<file path="src/rtl/dvp_capture_win.sv">
// DVP camera capture with start-up frame skip, frame decimation, crop window
// and RGB565/GRAY8 input, producing RGB565 pixels for the SDRAM write port.
module dvp_capture_win #(
    parameter int unsigned MAX_W       = 2048,
    parameter int unsigned MAX_H       = 2048,
    parameter int unsigned SKIP_FRAMES = 10,
    parameter int unsigned FCNT_W      = 16,
    localparam int unsigned XW         = $clog2(MAX_W),
    localparam int unsigned YW         = $clog2(MAX_H)
) (
    input  logic              Clk,
    input  logic              Rst,
    input  logic              Vsync,
    input  logic              Href,
    input  logic [7:0]        Data,
    input  logic              cfg_mode,
    input  logic [3:0]        cfg_decim,
    input  logic [XW-1:0]     cfg_x0,
    input  logic [YW-1:0]     cfg_y0,
    input  logic [XW:0]       cfg_w,
    input  logic [YW:0]       cfg_h,
    output logic              ImageState,
    output logic              FrameStart,
    output logic              DataValid,
    output logic [15:0]       DataPixel,
    output logic [XW-1:0]     Xaddr,
    output logic [YW-1:0]     Yaddr,
    output logic [FCNT_W-1:0] FrameCnt
);

    localparam int unsigned SKW = $clog2(SKIP_FRAMES + 2);
    localparam int unsigned XE  = XW + 2;
    localparam int unsigned YE  = YW + 2;
    localparam logic [XW-1:0] X_MAX = XW'(MAX_W - 1);
    localparam logic [YW-1:0] Y_MAX = YW'(MAX_H - 1);

    typedef enum logic [1:0] {S_WAIT, S_SKIP, S_RUN} state_t;

    logic          r_vs, r_vs_d, r_href, r_href_d;
    logic [7:0]    r_data;
    state_t        r_state, w_state_nxt;
    logic [SKW-1:0] r_skip_cnt, w_skip_nxt;
    logic          w_frame_start;
    logic [3:0]    r_dec_cnt;
    logic          r_frame_en;
    logic          r_sh_mode;
    logic [XW-1:0] r_sh_x0;
    logic [YW-1:0] r_sh_y0;
    logic [XW:0]   r_sh_w;
    logic [YW:0]   r_sh_h;
    logic [XW-1:0] r_xcnt;
    logic [YW-1:0] r_ycnt;
    logic          r_phase;
    logic [7:0]    r_hi;
    logic          r_s1_vld;
    logic [15:0]   r_s1_pix;
    logic [XW-1:0] r_s1_x;
    logic [YW-1:0] r_s1_y;

    logic          w_vs_rise, w_href_rise, w_href_fall;
    logic [XW-1:0] w_x_cur, w_x_inc;
    logic          w_phase_cur, w_byte_vld, w_pix_done, w_in_x, w_in_y, w_emit;
    logic [15:0]   w_pix;

    // Input register stage and edge history
    always_ff @(posedge Clk) begin
        if (Rst) begin
            r_vs     <= 1'b0;
            r_vs_d   <= 1'b0;
            r_href   <= 1'b0;
            r_href_d <= 1'b0;
            r_data   <= 8'h00;
        end else begin
            r_vs     <= Vsync;
            r_vs_d   <= r_vs;
            r_href   <= Href;
            r_href_d <= r_href;
            r_data   <= Data;
        end
    end

    assign w_vs_rise   = r_vs & ~r_vs_d;
    assign w_href_rise = r_href & ~r_href_d;
    assign w_href_fall = ~r_href & r_href_d;

    // Capture state register
    always_ff @(posedge Clk) begin
        if (Rst) begin
            r_state    <= S_WAIT;
            r_skip_cnt <= '0;
        end else begin
            r_state    <= w_state_nxt;
            r_skip_cnt <= w_skip_nxt;
        end
    end

    // The vs_rise that enters RUN is itself the first RUN frame start
    always_comb begin
        w_state_nxt   = r_state;
        w_skip_nxt    = r_skip_cnt;
        w_frame_start = 1'b0;
        case (r_state)
            S_WAIT: begin
                if (w_vs_rise) begin
                    if (SKIP_FRAMES == 0) begin
                        w_state_nxt   = S_RUN;
                        w_frame_start = 1'b1;
                    end else begin
                        w_state_nxt = S_SKIP;
                        w_skip_nxt  = '0;
                    end
                end
            end
            S_SKIP: begin
                if (w_vs_rise) begin
                    if (SKW'(r_skip_cnt + SKW'(1)) == SKW'(SKIP_FRAMES)) begin
                        w_state_nxt   = S_RUN;
                        w_skip_nxt    = '0;
                        w_frame_start = 1'b1;
                    end else begin
                        w_skip_nxt = SKW'(r_skip_cnt + SKW'(1));
                    end
                end
            end
            S_RUN: begin
                w_frame_start = w_vs_rise;
            end
            default: begin
                w_state_nxt = S_WAIT;
                w_skip_nxt  = '0;
            end
        endcase
    end

    // Frame start: shadow the config, step decimation, count captured frames
    always_ff @(posedge Clk) begin
        if (Rst) begin
            r_dec_cnt  <= 4'd0;
            r_frame_en <= 1'b0;
            r_sh_mode  <= 1'b0;
            r_sh_x0    <= '0;
            r_sh_y0    <= '0;
            r_sh_w     <= '0;
            r_sh_h     <= '0;
            FrameStart <= 1'b0;
            FrameCnt   <= '0;
            ImageState <= 1'b1;
        end else begin
            ImageState <= (w_state_nxt != S_RUN);
            FrameStart <= 1'b0;
            if (w_frame_start) begin
                r_sh_mode  <= cfg_mode;
                r_sh_x0    <= cfg_x0;
                r_sh_y0    <= cfg_y0;
                r_sh_w     <= cfg_w;
                r_sh_h     <= cfg_h;
                r_frame_en <= (r_dec_cnt == 4'd0);
                r_dec_cnt  <= (r_dec_cnt >= cfg_decim) ? 4'd0 : 4'(r_dec_cnt + 4'd1);
                if (r_dec_cnt == 4'd0) begin
                    FrameStart <= 1'b1;
                    FrameCnt   <= FCNT_W'(FrameCnt + FCNT_W'(1));
                end
            end
        end
    end

    // A rising href restarts the line even if the previous one ended on an odd byte
    assign w_x_cur     = w_href_rise ? '0 : r_xcnt;
    assign w_phase_cur = w_href_rise ? 1'b0 : r_phase;
    assign w_byte_vld  = r_href & ~r_vs;
    assign w_pix_done  = w_byte_vld & (r_sh_mode | w_phase_cur);
    assign w_x_inc     = (w_x_cur == X_MAX) ? w_x_cur : XW'(w_x_cur + XW'(1));
    assign w_pix       = r_sh_mode ? {r_data[7:3], r_data[7:2], r_data[7:3]}
                                   : {r_hi, r_data};

    // Line and pixel position counters
    always_ff @(posedge Clk) begin
        if (Rst) begin
            r_xcnt  <= '0;
            r_ycnt  <= '0;
            r_phase <= 1'b0;
            r_hi    <= 8'h00;
        end else if (r_vs) begin
            r_xcnt  <= '0;
            r_ycnt  <= '0;
            r_phase <= 1'b0;
        end else begin
            if (w_byte_vld) begin
                if (w_pix_done) begin
                    r_xcnt  <= w_x_inc;
                    r_phase <= 1'b0;
                end else begin
                    r_xcnt  <= w_x_cur;
                    r_phase <= 1'b1;
                    r_hi    <= r_data;
                end
            end
            if (w_href_fall && (r_ycnt != Y_MAX)) begin
                r_ycnt <= YW'(r_ycnt + YW'(1));
            end
        end
    end

    // Window limits are summed two bits wide so an oversize window clips
    assign w_in_x = (w_x_cur >= r_sh_x0) &&
                    (XE'(w_x_cur) < XE'(XE'(r_sh_x0) + XE'(r_sh_w)));
    assign w_in_y = (r_ycnt >= r_sh_y0) &&
                    (YE'(r_ycnt) < YE'(YE'(r_sh_y0) + YE'(r_sh_h)));
    assign w_emit = w_pix_done && (r_state == S_RUN) && r_frame_en && w_in_x && w_in_y;

    // Two-stage output pipeline; pixel fields hold between strobes
    always_ff @(posedge Clk) begin
        if (Rst) begin
            r_s1_vld  <= 1'b0;
            r_s1_pix  <= 16'h0000;
            r_s1_x    <= '0;
            r_s1_y    <= '0;
            DataValid <= 1'b0;
            DataPixel <= 16'h0000;
            Xaddr     <= '0;
            Yaddr     <= '0;
        end else begin
            r_s1_vld  <= w_emit;
            DataValid <= r_s1_vld;
            if (w_emit) begin
                r_s1_pix <= w_pix;
                r_s1_x   <= XW'(w_x_cur - r_sh_x0);
                r_s1_y   <= YW'(r_ycnt - r_sh_y0);
            end
            if (r_s1_vld) begin
                DataPixel <= r_s1_pix;
                Xaddr     <= r_s1_x;
                Yaddr     <= r_s1_y;
            end
        end
    end

endmodule

</file>
<file path="config.mk">
export PLATFORM = sky130hd
export DESIGN_NAME = dvp_capture_win
export DESIGN_NICKNAME = d
export VERILOG_FILES = /design/src/rtl/dvp_capture_win.sv
export SDC_FILE = /design/constraint.sdc
export NUM_CORES = 1
export LEC_CHECK = 0
export CORE_MARGIN = 3
export CORE_UTILIZATION = 40
export DETAILED_ROUTE_END_ITERATION = 10
export PLACE_DENSITY = 0.65
export SLEW_MARGIN = 10
export SYNTH_ARGS = -nofsm -noshare
export SYNTH_HDL_FRONTEND = slang
export SYNTH_SLANG_ARGS = --single-unit
</file>
<file path="constraint.sdc">
create_clock -name Clk -period 5.3 [get_ports Clk]
set_input_delay 1.325 -clock Clk [delete_from_list [all_inputs] [get_ports Clk]]
set_output_delay 1.325 -clock Clk [all_outputs]
set_load 0.01 [all_outputs]
</file>
---- Word level (Yosys, flattened, before mapping) ----
Cells that the tools add are included.
operators by class
  bitwise logic cells ..................... 13
  shifts and indexed selects .............. 0
  $add $sub $neg .......................... 9
  div/mod/pow operators ................... 0
  multipliers ............................. 0
  equality and inequality tests ........... 8
  reductions and logical operators ........ 14
  mux-type cells .......................... 19
  $lt $le $gt $ge ......................... 5
operator list
  operator                                                          number
  11-bit 2-to-1 mux                                                 3
  11-bit by 12-bit adder with 13-bit output                         2
  11-bit by 13-bit < comparator with 1-bit output                   2
  11-bit by 1-bit adder with 11-bit output (second input constant)  2
  11-bit >= comparator                                              2
  11-bit subtractor                                                 2
  16-bit by 1-bit adder with 16-bit output (second input constant)  1
  16-bit 2-to-1 mux                                                 1
  4-bit 2-to-1 mux                                                  4
  4-bit case mux with 3 select lines                                1
  11-bit equality test (second input constant)                      1
  11-bit inequality test (second input constant)                    1
  4-bit by 1-bit adder with 4-bit output (second input constant)    2
  1-bit logical AND                                                 7
  1-bit NOT                                                         7
  2-bit 2-to-1 mux                                                  3
  2-bit inequality test (second input constant)                     3
  2-bit case mux with 3 select lines                                1
  3-bit AND reduction                                               2
  1-bit bitwise AND                                                 5
  1-bit 2-to-1 mux                                                  5
  4-bit equality test (second input constant)                       1
  4-bit >= comparator                                               1
  4-bit zero test                                                   1
  other kinds (7)                                                   8
word-level totals
  memories ................................ 0
  bits in read-only memories .............. 0
  input bits .............................. 63
  bits in latches ......................... 0
  flip-flop bits (word level) ............. 197
  RAM bits ................................ 0
  output and inout port bits .............. 57

---- Logic depth before layout (Yosys ltp) ----
  word-level depth ........................ 9
  gate-level depth with buffers ........... 22

---- Worst setup path after synthesis ----
No wires, ideal clock.
  kind .................................... reg2reg
  start point ............................. reg r_sh_x0[0]
  end point ............................... reg r_s1_pix[12]
  buffers on the path ..................... 2
  data arrival time ....................... 3.566 ns
  setup time .............................. 0.079 ns
  period minus slack after synthesis ...... 3.646 ns
  stages on the path, launching flop included .. 23
  setup slack ............................. 1.654 ns
  cell sequence ........................... dfxtp_1 > ha_1 > inv_1 > fa_1 > nor2b_1 > o31a_1 > o211ai_2 > nand2_1 > a21o_1 > a21o_1 > a21oi_1 > xor2_1 > ha_1 > o21ai_0 > a21oi_1 > a22o_1 > a31o_1 > nand3_2 > and4_4 > buf_6 > buf_8 > a21oi_2 > a211oi_2
between the ends
  cells in the longest elaborated chain, start to end .. 5
  elaborated cells between the ends (all ways) .. 6
  those cells by class .................... 1 x add/sub; 2 x order compare; 3 x reduce/logical
RTL lines
  item                                             RTL line  RTL
  start: declaration                               47        logic [XW-1:0] r_sh_x0;
  start signal: assignment                         153       r_sh_x0 <= cfg_x0;
  11-bit by 12-bit adder with 13-bit output        206       (XE'(w_x_cur) < XE'(XE'(r_sh_x0) + XE'(r_sh_w)));
  11-bit by 13-bit < comparator with 1-bit output  206
  1-bit logical AND *                              205       assign w_in_x = (w_x_cur >= r_sh_x0) &&
  1-bit logical AND * (2 in a row)                 209       assign w_emit = w_pix_done && (r_state == S_RUN) && r_frame_en && w_in_x && w_in_y;
  end signal: assignment                           226       r_s1_pix <= w_pix;
  end: declaration                                 56        logic [15:0] r_s1_pix;
Mark *: on every way between the ends. The rest lies on a longest branch, timed or not.
A chain may end at the register's enable or synchronous reset.

---- Final worst setup path ----
  start point ............................. reg r_sh_x0[0]
  end point ............................... reg r_s1_y[4]
between the ends
  cells in the longest elaborated chain, start to end .. 5
  elaborated cells between the ends (all ways) .. 6
  those cells by class .................... 1 x add/sub; 2 x order compare; 3 x reduce/logical
RTL lines
  item                                             RTL line  RTL
  11-bit by 12-bit adder with 13-bit output        206
  11-bit by 13-bit < comparator with 1-bit output  206
  1-bit logical AND *                              205
  1-bit logical AND * (2 in a row)                 209
  end signal: assignment                           228       r_s1_y <= YW'(r_ycnt - r_sh_y0);
  end: declaration                                 58        logic [YW-1:0] r_s1_y;
Marks and branches as above.

==> key figures <==
CTS
  – Clock Sinks: between 150 and 200
  – Total CTS buffers: 17
  – CTS tree: yes
  – Clock slew at reported path FFs: 0.08 ns
  – Hold buffer count at cts: 0
  – CTS resizes: 0
  – Worst-Skew Late Latency: 0.45 ns
  – Postcts setup bufs: 0
  – H-tree Lvls: 4
  – CTS root buf: clkbuf_16
  – Clock Path Buffers: 2

Logic synthesis
  – Ys async rst share: 0
  – Mapped Area: 10300 um2
  – Post-synthesis cell count: 1216
  – Synth area leaders: dfxtp_1 (38%), ha_1 (9.6%), a21oi_1 (6.8%), nand2_1 (5.7%), mux2i_1 (5.5%)
  – Seq cells post-synth: 197
  – Most used DFF post-synth: dfxtp_1
  – Most common cell in the netlist: dfxtp_1
  – Number of synthesized flops with an enable pin: 0
  – Yosys cell types: 71
  – Synthesis warning total: 0
  – Top cells by count, synth: dfxtp_1 (197), nand2_1 (156), a21oi_1 (139), nor2_1 (109), ha_1 (79)
  – Yosys top cell area share: 0.384
  – Synth area leader: dfxtp_1
  – Synth Net Count: roughly 1400
  – Post-Syn Area per Cell: approximately 8.5 um2
  – Part of the Yosys area used for sequential elements: 0.384

Drt
  – Via total after detailed routing: around 8500
  – DRT antenna net count: 0
  – DRT iter0 DRCs: 576
  – Residual DRC count: 0
  – Vias per cell: 5.16
  – Final WL: 24200 um
  – Pre-Repair DR Iteration Count: 5
  – WL/cell: 14.7 um

Timing
  – RSZ-0062 raised after global routing: no
  – Fin crit period: 4.51 ns
  – Final Max Tran Viols: 0
  – Fmax: 222 MHz
  – Final hold violation count: 0
  – Worst slew margin: 0.284
  – Final setup violation count: 0
  – Tightest Pin Transition: 1.07 ns
  – Final period util: 0.851
  – WHS: roughly 0.46 ns
  – Setup TNS: 0 ns
  – Clock Skews: 0.0167 ns

Job
  – Maxcap violations: 0

Run status
  – Status: finished, final reports clean

Setup path
  – Worst path max stage delay: ~0.62 ns
  – Buf/Inv on CP: 1
  – Slowest-stage cell, CP: nor2_4
  – Worst Reg-to-Reg Cells: 20
  – Crit path required time: ~5.6 ns
  – Critical Path, Cell by Cell: ha_1 > inv_1 > fa_1 > nor2b_1 > o31a_1 > o211ai_2 > nand2_1 > a21o_1 > a21o_1 > a21oi_1 > xor2_1 > ha_1 > nor3_1 > o21ai_0 > a22o_1 > a31o_1 > nand3_2 > nand4_2 > nor2_4 > o21ai_0
  – FF-to-FF End: r_s1_y[4]$_SDFFE_PP0P_
  – Setup CP Type: reg -> reg
  – CP top delay family: compound AO/OA/AOI/OAI gates
  – Maximum fanout along the worst path: 25
  – Critical path arrival: 4.81 ns
  – Worst R2R Start: r_sh_x0[0]$_SDFFE_PP0P_
  – FF-to-FF setup slack: about 0.79 ns
  – Startpoint types: flop
  – CP Capture Type: flop

Finish
  – Area delta synth->final: 19.7%
  – Final net count: around 1500
  – ANT cells: 0
  – Final instance area: 12300 um2
  – Share of layout cells above drive strength 1: 0.0463

Die
  – Die Wd: 166 um
  – Die Y: 166 um
  – Num rows: 58
  – I/O pin count: 120
  – Core area: 25300 um2
  – Die area: 27700 um2
  – Starting Density: 0.407

Power and ir drop
  – Peak supply drop: 0.183 mV
  – Total power: 2.98 mW
  – Sw Share: 0.244
  – P_sw: 727 uW
  – Sequential share of power: 0.502
  – Clock share of power: 0.457
  – Combinational share of power: 0.040
  – Internal: about 2.3 mW
  – P_leak: 4.44 nW
  – PD cells: approximately 240 nW/um2

GRT
  – Initial antenna violation count: 0
  – Vias in the first global route: 7821
  – GRT Util Overall: 0.171
  – First-pass GRT wire length: 39600 um
  – Grt total ovfl: 0
  – Largest net degree at the start of global routing: 102

Placed design
  – Area of placed instances: 11700 um2
  – Hpwl dp: 18000 um
  – IO Port Bufs: 119
  – Placer Congestion: 0.861

Hold path
  – Hold EP: r_hi[3]$_SDFFE_PP0P_
  – Worst Hold Class: reg -> reg
  – Hold_sp: r_hi[3]$_SDFFE_PP0P_
  – WHS Path Cells: 2
routing by layer:
metal / vias to the layer above / part of all wire / global-route usage
met2: 161 / 0.43 / 0.256
met4: 0 / 0.011 / 0.0438
met5: - / 0 / 0
li1: 4393 / - / -
met3: 28 / 0.041 / 0.0276
met1: 3909 / 0.52 / 0.256
power groups by stage:
| stage | clock network, mW | logic (mW) | registers (mW) |
|---|---|---|---|
| after floorplan | 0 | 0.0605 | 1.53 |
| after global placement | 0 | 0.120 | 1.53 |
| after detailed placement | 0 | 0.120 | 1.53 |
| after CTS | 1.39 | 0.121 | 1.50 |
| after global routing | 1.45 | 0.132 | 1.50 |
| final | 1.36 | 0.121 | 1.50 |
layout make-up:
type | instances | area (um2)
clock buffers | 18 | 439
clock inverters | 14 | 201
fillers | 2466 | 13000
inverters | 51 | 191
multi-input cells | 913 | 5890
flip-flops and latches | 197 | 3950
well taps | 330 | 413
repair buffers | 124 | 1230
cell families (layout without fill, tap and decap cells):
family / after synthesis / in the layout / synth area share
buf+inv: 106 / 207 / 0.0447
mux: 57 / 57 / 0.0556
xor+xnor: 62 / 62 / 0.0528
flops: 197 / 197 / 0.384
compound gates: 286 / 286 / 0.168
simple gates: 425 / 425 / 0.192
fa+ha+maj: 83 / 83 / 0.104
stage by stage:
step	util	setup WS [ns]	std cells
3_5_place_dp	0.462	0.823	1615
3_3_place_gp	0.462	0.945	1615
4_1_cts	0.487	0.774	1647
2_1_floorplan	-	1.65	1216
6_report	0.487	0.790	1647
5_1_grt	0.487	0.345	1647
sequential cells by signal, indices dropped and copies added (netlist names), 12 cells and up:
name,count
DataPixel,16
r_sh_w,12
r_sh_h,12
r_s1_pix,16
FrameCnt,16
how the worst max path moves through the flow:
stage | cells past startpoint | slack (ns) | from | to
6_report | 20 | 0.79 | r_sh_x0[0]$_SDFFE_PP0P_ | r_s1_y[4]$_SDFFE_PP0P_
5_1_grt | 20 | 0.34 | r_sh_x0[0]$_SDFFE_PP0P_ | r_s1_y[4]$_SDFFE_PP0P_
4_1_cts | 20 | 0.77 | r_sh_x0[0]$_SDFFE_PP0P_ | r_s1_y[4]$_SDFFE_PP0P_
3_5_place_dp | 20 | 0.82 | r_sh_x0[0]$_SDFFE_PP0P_ | r_s1_pix[9]$_SDFFE_PP0P_
3_3_place_gp | 20 | 0.94 | r_sh_x0[0]$_SDFFE_PP0P_ | r_s1_y[1]$_SDFFE_PP0P_
2_1_floorplan | 22 | 1.65 | r_sh_x0[0]$_SDFFE_PP0P_ | r_s1_pix[12]$_SDFFE_PP0P_
cell usage in the layout (no fill, tap or decap), types with 4 or more instances in the layout:
cell,instances
a21o_1,19
mux2i_1,56
o21ai_1,5
and3_1,7
a31oi_1,4
nand3_1,45
or3_1,6
inv_6,4
o21a_1,5
o21ai_0,50
nor3_1,14
a211oi_2,4
nand2_1,156
clkinv_8,6
nor2b_1,28
a21oi_1,139
a21oi_2,4
inv_1,50
buf_4,6
clkbuf_16,17
dfxtp_1,196
nand2b_1,9
fa_1,4
nor2_1,108
clkdlybuf4s50_1,118
xnor2_1,36
ha_1,79
o211ai_1,6
xor2_1,26
nand4_1,19
and2_1,10
a211oi_1,23
worst register-to-register path: cells and delay by family (launching register included):
family	cells	cell delay, ns
AOI/OAI and AO/OA	9	1.82
and+or+nand+nor	6	1.42
adders and majority gates	3	0.62
DFF	1	0.34
xor gates and xnor gates	1	0.10
buffers and inverters	1	0.07
Power figures use the tool's default switching activity.
